`config.mk`:
```
export PLATFORM = sky130hd
export DESIGN_NAME = mem_wb_stage
export DESIGN_NICKNAME = d
export VERILOG_FILES = /design/src/rtl/riscv_pkg.sv /design/src/rtl/mem_wb_stage_load_extend.sv /design/src/rtl/mem_wb_stage.sv
export SDC_FILE = /design/constraint.sdc
export NUM_CORES = 1
export LEC_CHECK = 0
export CAP_MARGIN = 20
export CORE_UTILIZATION = 38
export CTS_CLUSTER_SIZE = 40
export DETAILED_ROUTE_END_ITERATION = 7
export MAX_ROUTING_LAYER = met4
export PLACE_DENSITY = 0.7
export SLEW_MARGIN = 20
export SYNTH_ARGS = -nofsm -noshare
export SYNTH_HDL_FRONTEND = slang
export SYNTH_HIERARCHICAL = 1
export SYNTH_SLANG_ARGS = --single-unit
```
`constraint.sdc`:
```
create_clock -name clk -period 9.4 [get_ports clk]
set_input_delay 1.41 -clock clk [delete_from_list [all_inputs] [get_ports clk]]
set_output_delay 1.41 -clock clk [all_outputs]
set_load 0.01 [all_outputs]
```
`src/rtl/riscv_pkg.sv`:
```
// rtl/riscv_pkg.sv - shared RV32I types and constants for the write-back stage
package riscv_pkg;

    localparam int XLEN = 32;

    typedef enum logic [1:0] {
        RES_ALU  = 2'b00,
        RES_MEM  = 2'b01,
        RES_PC4  = 2'b10,
        RES_RSVD = 2'b11
    } result_src_e;

    localparam logic [2:0] F3_LB  = 3'b000;
    localparam logic [2:0] F3_LH  = 3'b001;
    localparam logic [2:0] F3_LW  = 3'b010;
    localparam logic [2:0] F3_LBU = 3'b100;
    localparam logic [2:0] F3_LHU = 3'b101;

endpackage

```
`src/rtl/mem_wb_stage_load_extend.sv`:
```
// rtl/mem_wb_stage_load_extend.sv - load byte/half extraction with sign/zero extension
module load_extend
    import riscv_pkg::*;
#(
    parameter int XLEN = riscv_pkg::XLEN
) (
    input  logic [2:0]      funct3,
    input  logic [1:0]      off,
    input  logic [XLEN-1:0] raw,
    output logic [XLEN-1:0] ext
);

    logic [7:0]  byte_sel;
    logic [15:0] half_sel;

    always_comb begin
        byte_sel = raw[7:0];
        case (off)
            2'd0: byte_sel = raw[7:0];
            2'd1: byte_sel = raw[15:8];
            2'd2: byte_sel = raw[23:16];
            2'd3: byte_sel = raw[31:24];
            default: byte_sel = raw[7:0];
        endcase
        // halfword accesses are taken as aligned; off[0] is ignored
        half_sel = off[1] ? raw[31:16] : raw[15:0];
    end

    always_comb begin
        ext = raw;
        case (funct3)
            F3_LB:   ext = {{(XLEN-8){byte_sel[7]}}, byte_sel};
            F3_LBU:  ext = {{(XLEN-8){1'b0}}, byte_sel};
            F3_LH:   ext = {{(XLEN-16){half_sel[15]}}, half_sel};
            F3_LHU:  ext = {{(XLEN-16){1'b0}}, half_sel};
            F3_LW:   ext = raw;
            default: ext = raw;
        endcase
    end

endmodule

```
`src/rtl/mem_wb_stage.sv`:
```
// rtl/mem_wb_stage.sv - MEM/WB pipeline register, result select and retired-instruction counter
module mem_wb_stage
    import riscv_pkg::*;
#(
    parameter int XLEN  = riscv_pkg::XLEN,
    parameter int CNT_W = 32
) (
    input  logic             clk,
    input  logic             rst,
    input  logic             stall,
    input  logic             flush,
    input  logic             valid_m,
    input  logic             RegWriteM,
    input  logic [1:0]       ResultSrcM,
    input  logic [2:0]       funct3M,
    input  logic [4:0]       RdM,
    input  logic [XLEN-1:0]  ALUResultM,
    input  logic [XLEN-1:0]  ReadDataM,
    input  logic [XLEN-1:0]  PCPlus4M,
    output logic [4:0]       A3,
    output logic [XLEN-1:0]  WD3,
    output logic             WE3,
    output logic             RegWriteW,
    output logic             valid_w,
    output logic [CNT_W-1:0] instret
);

    logic              valid_q,      valid_d;
    logic              reg_write_q,  reg_write_d;
    result_src_e       result_src_q, result_src_d;
    logic [2:0]        funct3_q,     funct3_d;
    logic [4:0]        rd_q,         rd_d;
    logic [XLEN-1:0]   alu_result_q, alu_result_d;
    logic [XLEN-1:0]   read_data_q,  read_data_d;
    logic [XLEN-1:0]   pc_plus4_q,   pc_plus4_d;
    logic [CNT_W-1:0]  instret_q,    instret_d;
    logic [XLEN-1:0]   load_ext;

    // flush only kills the valid/write bits; payload is held since it is masked anyway
    always_comb begin
        valid_d      = valid_q;
        reg_write_d  = reg_write_q;
        result_src_d = result_src_q;
        funct3_d     = funct3_q;
        rd_d         = rd_q;
        alu_result_d = alu_result_q;
        read_data_d  = read_data_q;
        pc_plus4_d   = pc_plus4_q;
        instret_d    = instret_q;
        if (flush) begin
            valid_d     = 1'b0;
            reg_write_d = 1'b0;
        end else if (!stall) begin
            valid_d      = valid_m;
            reg_write_d  = RegWriteM;
            result_src_d = result_src_e'(ResultSrcM);
            funct3_d     = funct3M;
            rd_d         = RdM;
            alu_result_d = ALUResultM;
            read_data_d  = ReadDataM;
            pc_plus4_d   = PCPlus4M;
            if (valid_m) begin
                instret_d = instret_q + {{(CNT_W-1){1'b0}}, 1'b1};
            end
        end
    end

    always_ff @(posedge clk or posedge rst) begin
        if (rst) begin
            valid_q      <= 1'b0;
            reg_write_q  <= 1'b0;
            result_src_q <= RES_ALU;
            funct3_q     <= 3'd0;
            rd_q         <= 5'd0;
            alu_result_q <= '0;
            read_data_q  <= '0;
            pc_plus4_q   <= '0;
            instret_q    <= '0;
        end else begin
            valid_q      <= valid_d;
            reg_write_q  <= reg_write_d;
            result_src_q <= result_src_d;
            funct3_q     <= funct3_d;
            rd_q         <= rd_d;
            alu_result_q <= alu_result_d;
            read_data_q  <= read_data_d;
            pc_plus4_q   <= pc_plus4_d;
            instret_q    <= instret_d;
        end
    end

    load_extend #(.XLEN(XLEN)) u_load_extend (
        .funct3 (funct3_q),
        .off    (alu_result_q[1:0]),
        .raw    (read_data_q),
        .ext    (load_ext)
    );

    always_comb begin
        WD3 = '0;
        case (result_src_q)
            RES_ALU: WD3 = alu_result_q;
            RES_MEM: WD3 = load_ext;
            RES_PC4: WD3 = pc_plus4_q;
            default: WD3 = '0;
        endcase
    end

    // x0 is hardwired to zero, so a write to it is dropped here
    assign A3        = rd_q;
    assign RegWriteW = valid_q & reg_write_q;
    assign WE3       = RegWriteW & (rd_q != 5'd0);
    assign valid_w   = valid_q;
    assign instret   = instret_q;

endmodule

```
==> results of run 1 <==
-- per-stage QoR --
step | instances | worst slack, ns | area [µm²]
after floorplan | 586 | 4.24 | 6800
after global placement | 966 | 5.27 | 8820
after detailed placement | 966 | 5.16 | 8820
after CTS | 998 | 4.67 | 9390
after global routing | 1000 | 4.45 | 9390
final | 1000 | 4.67 | 9390
-- state kept, by name, indices dropped and copies added (netlist names) --
name / count
pc_plus4_q: 32
valid_w: 1
funct3_q: 3
alu_result_q: 32
A3: 5
read_data_q: 32
result_src_q: 2
reg_write_q: 1
instret: 32
-- cell families (layout without fill, tap and decap cells) --
kind of cell	Yosys count	after routing	synth area share (%)
mux	143	143	23.2
buf+inv	40	227	2.59
compound gates	79	79	7.65
flops	140	140	51.5
simple gates	152	152	10.9
xor+xnor	31	31	3.99
other cells	0	2	0
fa+ha+maj	1	1	0.184
-- where the power goes --
part | switching [W] | total, W | internal (W)
clock network | 0.000253 | 0.000634 | 0.000381
logic | 0.000193 | 0.000457 | 0.000264
registers | 0.0000837 | 0.000765 | 0.000681
-- layout make-up --
cell class / count / area share (%)
diodes: 2 / 0.0533
clock buffers: 20 / 4.97
clock inverters: 12 / 1.03
inverters: 6 / 0.293
multi-input cells: 406 / 33.4
flip-flops and latches: 140 / 37.3
well taps: 225 / 3.00
repair buffers: 189 / 20.0
-- synthesized netlist by cell type, types with 5 or more instances --
| cell type | number |
|---|---|
| buf_2 | 9 |
| xnor2_1 | 26 |
| nand3_1 | 15 |
| xor2_1 | 5 |
| nor3_1 | 6 |
| nor2_1 | 12 |
| a21o_1 | 17 |
| nand2_1 | 77 |
| a221o_1 | 8 |
| nand4_1 | 14 |
| mux2_2 | 107 |
| clkbuf_1 | 23 |
| o21ai_0 | 32 |
| a22oi_1 | 7 |
| mux2i_1 | 35 |
| o21ai_1 | 8 |
| dfrtp_1 | 140 |
| nand2b_1 | 7 |
| inv_1 | 6 |
-- worst paths after layout --
| check | cells after the start | startpoint | slack (ns) | end |
|---|---|---|---|---|
| max | 7 | alu_result_q[1]$_DFFE_PP0N_ | 4.67 | WD3[23] |
| min | 1 | instret[31]$_DFFE_PP0P_ | 0.49 | instret[31]$_DFFE_PP0P_ |
| max reg2reg | 4 | instret[4]$_DFFE_PP0P_ | 7.42 | instret[31]$_DFFE_PP0P_ |
| min reg2reg | 1 | instret[31]$_DFFE_PP0P_ | 0.49 | instret[31]$_DFFE_PP0P_ |
| max in group asynchronous | 3 | rst | 6.50 | result_src_q[0]$_DFFE_PP0N_ |
| min in group asynchronous | 2 | rst | 1.45 | pc_plus4_q[23]$_DFFE_PP0N_ |
-- per-layer routing --
layer  wire length (µm)  track usage, %
met1               8330            28.0
met2               8880            34.2
met3               1350            6.66
met4                379            7.87
met5                  0               -
==> run metrics, run 1 <==
Hold Crit Class=reg2reg; Avg WL per Cell=18.9 µm; Crit path required time=7.99 ns; Num Clock Sinks=140; crit path launch type=flop; via/cell ratio=5.16; Reg clk slew, reported paths=0.06 ns; first-pass GRT wire length=30.0 mm; predominant post-synthesis flop cell=dfrtp_1; CP Max Fanout=24; share of cells above drive strength 1=20.2%; clk buf depth=2; Critical Path AT=3.32 ns; clk_skew=0.00450 ns; Cell Pwr Density=198 nW/µm²; post-CTS sizing=0; chip width=136 µm; multi-input logic area=3130 µm²; Overall Power=0.00186 W; leading cell type in the layout, fill and taps excluded=clkdlybuf4s50_1; Pleak=3.97 nW; clk root buf=clkbuf_16; CTS tree=yes; post-synth cell types=40; # IOs=184; hold slack final=0.490 ns; Slowest cell on crit path=dfrtp_1; WL final=18.9 mm; final core occ=53.9%; critical path class=reg2out; top post-synthesis cells by area=dfrtp_1, mux2_2, mux2i_1, nand2_1, xnor2_1; DRC=0; Cells after Synth=586; outcome=finished, final reports clean; gpl congestion=0.960; filler cell count=1499; Post-CTS Hold Fix Bufs=0; Final Critical Period=4.73 ns; YS warnings=6; VDD IR max=0.000147 V; dpl hpwl=13.5 mm; most frequent cells in the layout=clkdlybuf4s50_1, dfrtp_1, mux2_2; Cell Rows=48; vias in the first global route=5476; delay-heaviest family, CP=compound AO/OA/AOI/OAI gates; starting density of the core=39.1%; Port Buf Inserts=183; Synth async-reset ratio=100%; crit-path most repeated cell=mux2i_1; Setup-failing EPs final=0; Crit path largest cell delay=0.77 ns; worst skew pair latency=0.42 ns; max-slew violations=0; mean area per synthesized cell=11.6 µm²; P&R area growth vs syn=38.1%; GRT Overall Usage=22.4%; flops & latches, synth=140; Slew headroom=29.2%; Yosys top cell area share=51.5%; CTS Buf Count=17; Post-Syn Nets=699; initial antenna violation count=2; Die H=136 µm; fmax=211 MHz; pin count of the biggest net entering global routing=77; fin crit share=50.4%; dominant cell type by area after synthesis=dfrtp_1; total of max-cap violations=0; die footprint=18400 µm²; grt ovf=0; Buf/Inv on CP=1; slew at the pin closest to its max-slew limit=1.06 ns; Pre-antenna DRT Iters=4; starting DRC count in detailed routing=220; Post-Syn Area=6800 µm²; sequential element share of the synthesized area=51.5%; Fin. Hold Viols=0; register area=3500 µm²; Core Region=17400 µm²; H-tree depth=4; RSZ-0062 raised after global routing=no; routed vias=5156; post-CTS setup buffer count=0; fin nets=873; remaining antenna violation count after routing=0; crit path capture type=primary output; setup TNS=0 ns; number of synthesized flops with an enable pin=0; crit path cell chain=mux2i_1, or4_4, o22ai_4, a21o_1, mux2i_1, o21ai_0, clkdlybuf4s50_1
Power figures use the tool's default switching activity.
==> run 2, diff against run 1 <==
PLACE_DENSITY = 0.73   (was 0.7)
clock period = 4.03 ns   (was 9.4 ns; I/O delays follow)
==> run metrics, run 2 (same netlist as run 1, synthesis figures left out) <==
Critical Path AT=3.06 ns; Switch Pwr=0.00123 W; P&R area growth vs syn=39.0%; Hold Crit Class=reg2reg; slew at the pin closest to its max-slew limit=0.959 ns; via/cell ratio=5.20; vias in the first global route=5316; leading cell type in the layout, fill and taps excluded=clkdlybuf4s50_1; first-pass GRT wire length=29.0 mm; Crit path required time=3.43 ns; post-CTS sizing=0; critical path class=reg2out; grt ovf=0; initial antenna violation count=0; share of cells above drive strength 1=20.5%; Cell Pwr Density=469 nW/µm²; Avg WL per Cell=18.4 µm; cell area after layout=9460 µm²; RSZ-0062 raised after global routing=no; remaining antenna violation count after routing=0; sw frac=27.7%; Die H=136 µm; chip width=136 µm; Seq pwr share=39.9%; Post-CTS Hold Fix Bufs=0; Placed Instances=969; starting density of the core=39.1%; clk buf depth=2; antenna diode count=0; Placed Area=8860 µm²; H-tree depth=4; crit path capture type=primary output; Final Critical Period=3.66 ns; max-slew violations=0; routed vias=5206; pin count of the biggest net entering global routing=141; clock power share=35.9%; most frequent cells in the layout=clkdlybuf4s50_1, dfrtp_1, mux2_2; clk_skew=0.00729 ns; worst skew pair latency=0.42 ns; clk root buf=clkbuf_16; gpl congestion=0.902; # IOs=184; post-CTS setup buffer count=0; die footprint=18400 µm²; VDD IR max=0.000308 V; Core Region=17400 µm²; fmax=273 MHz; CP Max Fanout=16; fin nets=876; dpl hpwl=12.8 mm; Comb pwr share=24.2%; GRT Overall Usage=21.7%; Cell Rows=48; crit path launch type=flop; DRC=0; fin cells=1001; Port Buf Inserts=183; Setup-failing EPs final=0; outcome=finished, final reports clean; setup TNS=0 ns; CTS tree=yes; Pre-antenna DRT Iters=5; starting DRC count in detailed routing=286; Slew headroom=36.1%; total of max-cap violations=0; Reg clk slew, reported paths=0.06 ns; CTS Buf Count=17; Fin. Hold Viols=0; WL final=18.4 mm; Num Clock Sinks=140; fin crit share=90.9%; Pleak=4.00 nW; Int Power=0.00321 W
## run 2: stage by stage
stage / setup slack (ns) / hold slack (ns) / power [W] / utilization, %
after floorplan: 1.57 / 0.479 / 0.00234 / -
after global placement: 0.874 / 0.473 / 0.00286 / 50.9
after detailed placement: 0.821 / 0.471 / 0.00287 / 50.9
after CTS: 0.352 / 0.486 / 0.00449 / 54.3
after global routing: 0.149 / 0.505 / 0.00467 / 54.3
final: 0.368 / 0.481 / 0.00444 / 54.3
## run 2: layer usage
layer / global-route usage [%] / wire, µm
met3: 7.86 / 1550
met4: 6.18 / 293
met5: - / 0
met1: 25.7 / 7840
met2: 34.4 / 8760
## run 2: worst paths after layout
path	startpoint	slack [ns]	cells after the start	end
setup / recovery	funct3_q[0]$_DFFE_PP0N_	0.37	7	WD3[0]
hold / removal	instret[31]$_DFFE_PP0P_	0.48	1	instret[31]$_DFFE_PP0P_
setup reg to reg	instret[4]$_DFFE_PP0P_	2.13	4	instret[31]$_DFFE_PP0P_
hold reg to reg	instret[31]$_DFFE_PP0P_	0.48	1	instret[31]$_DFFE_PP0P_
max in group asynchronous	rst	2.69	3	instret[20]$_DFFE_PP0P_
min in group asynchronous	rst	0.71	3	reg_write_q$_DFFE_PP0P_
## run 2: area by class of cell
type,count,area [µm²]
Timing Repair Buffer,192,1910
Multi-Input combinational cell,406,3130
Clock inverter,13,148
Sequential cell,140,3500
Tap cell,225,282
Clock buffer,19,453
Inverter,6,26.3
Fill cell,1539,7960
## run 2: worst max-delay path: stages, from the launching register on
cell and delay (ns):
dfrtp_1 0.64, nor2b_1 0.25, nor2_1 0.42, a22oi_1 0.16, o21ai_1 0.26, mux2i_1 0.11, o21ai_0 0.21, clkdlybuf4s50_1 0.57
## run 2: power by group through the flow
| stage | registers, W | clock network, W | logic (W) |
|---|---|---|---|
| finish | 0.00177 | 0.00159 | 0.00107 |
| global route | 0.00180 | 0.00170 | 0.00116 |
| CTS | 0.00177 | 0.00164 | 0.00108 |
| detailed placement | 0.00180 | 0 | 0.00108 |
| global placement | 0.00179 | 0 | 0.00107 |
| floorplan | 0.00173 | 0 | 0.000610 |
==> run 3, diff against run 2 <==
CTS_CLUSTER_SIZE = not set   (was 40)
==> results of run 3 <==
Same layout as run 2: the final DEF is identical, and so are final timing and power.
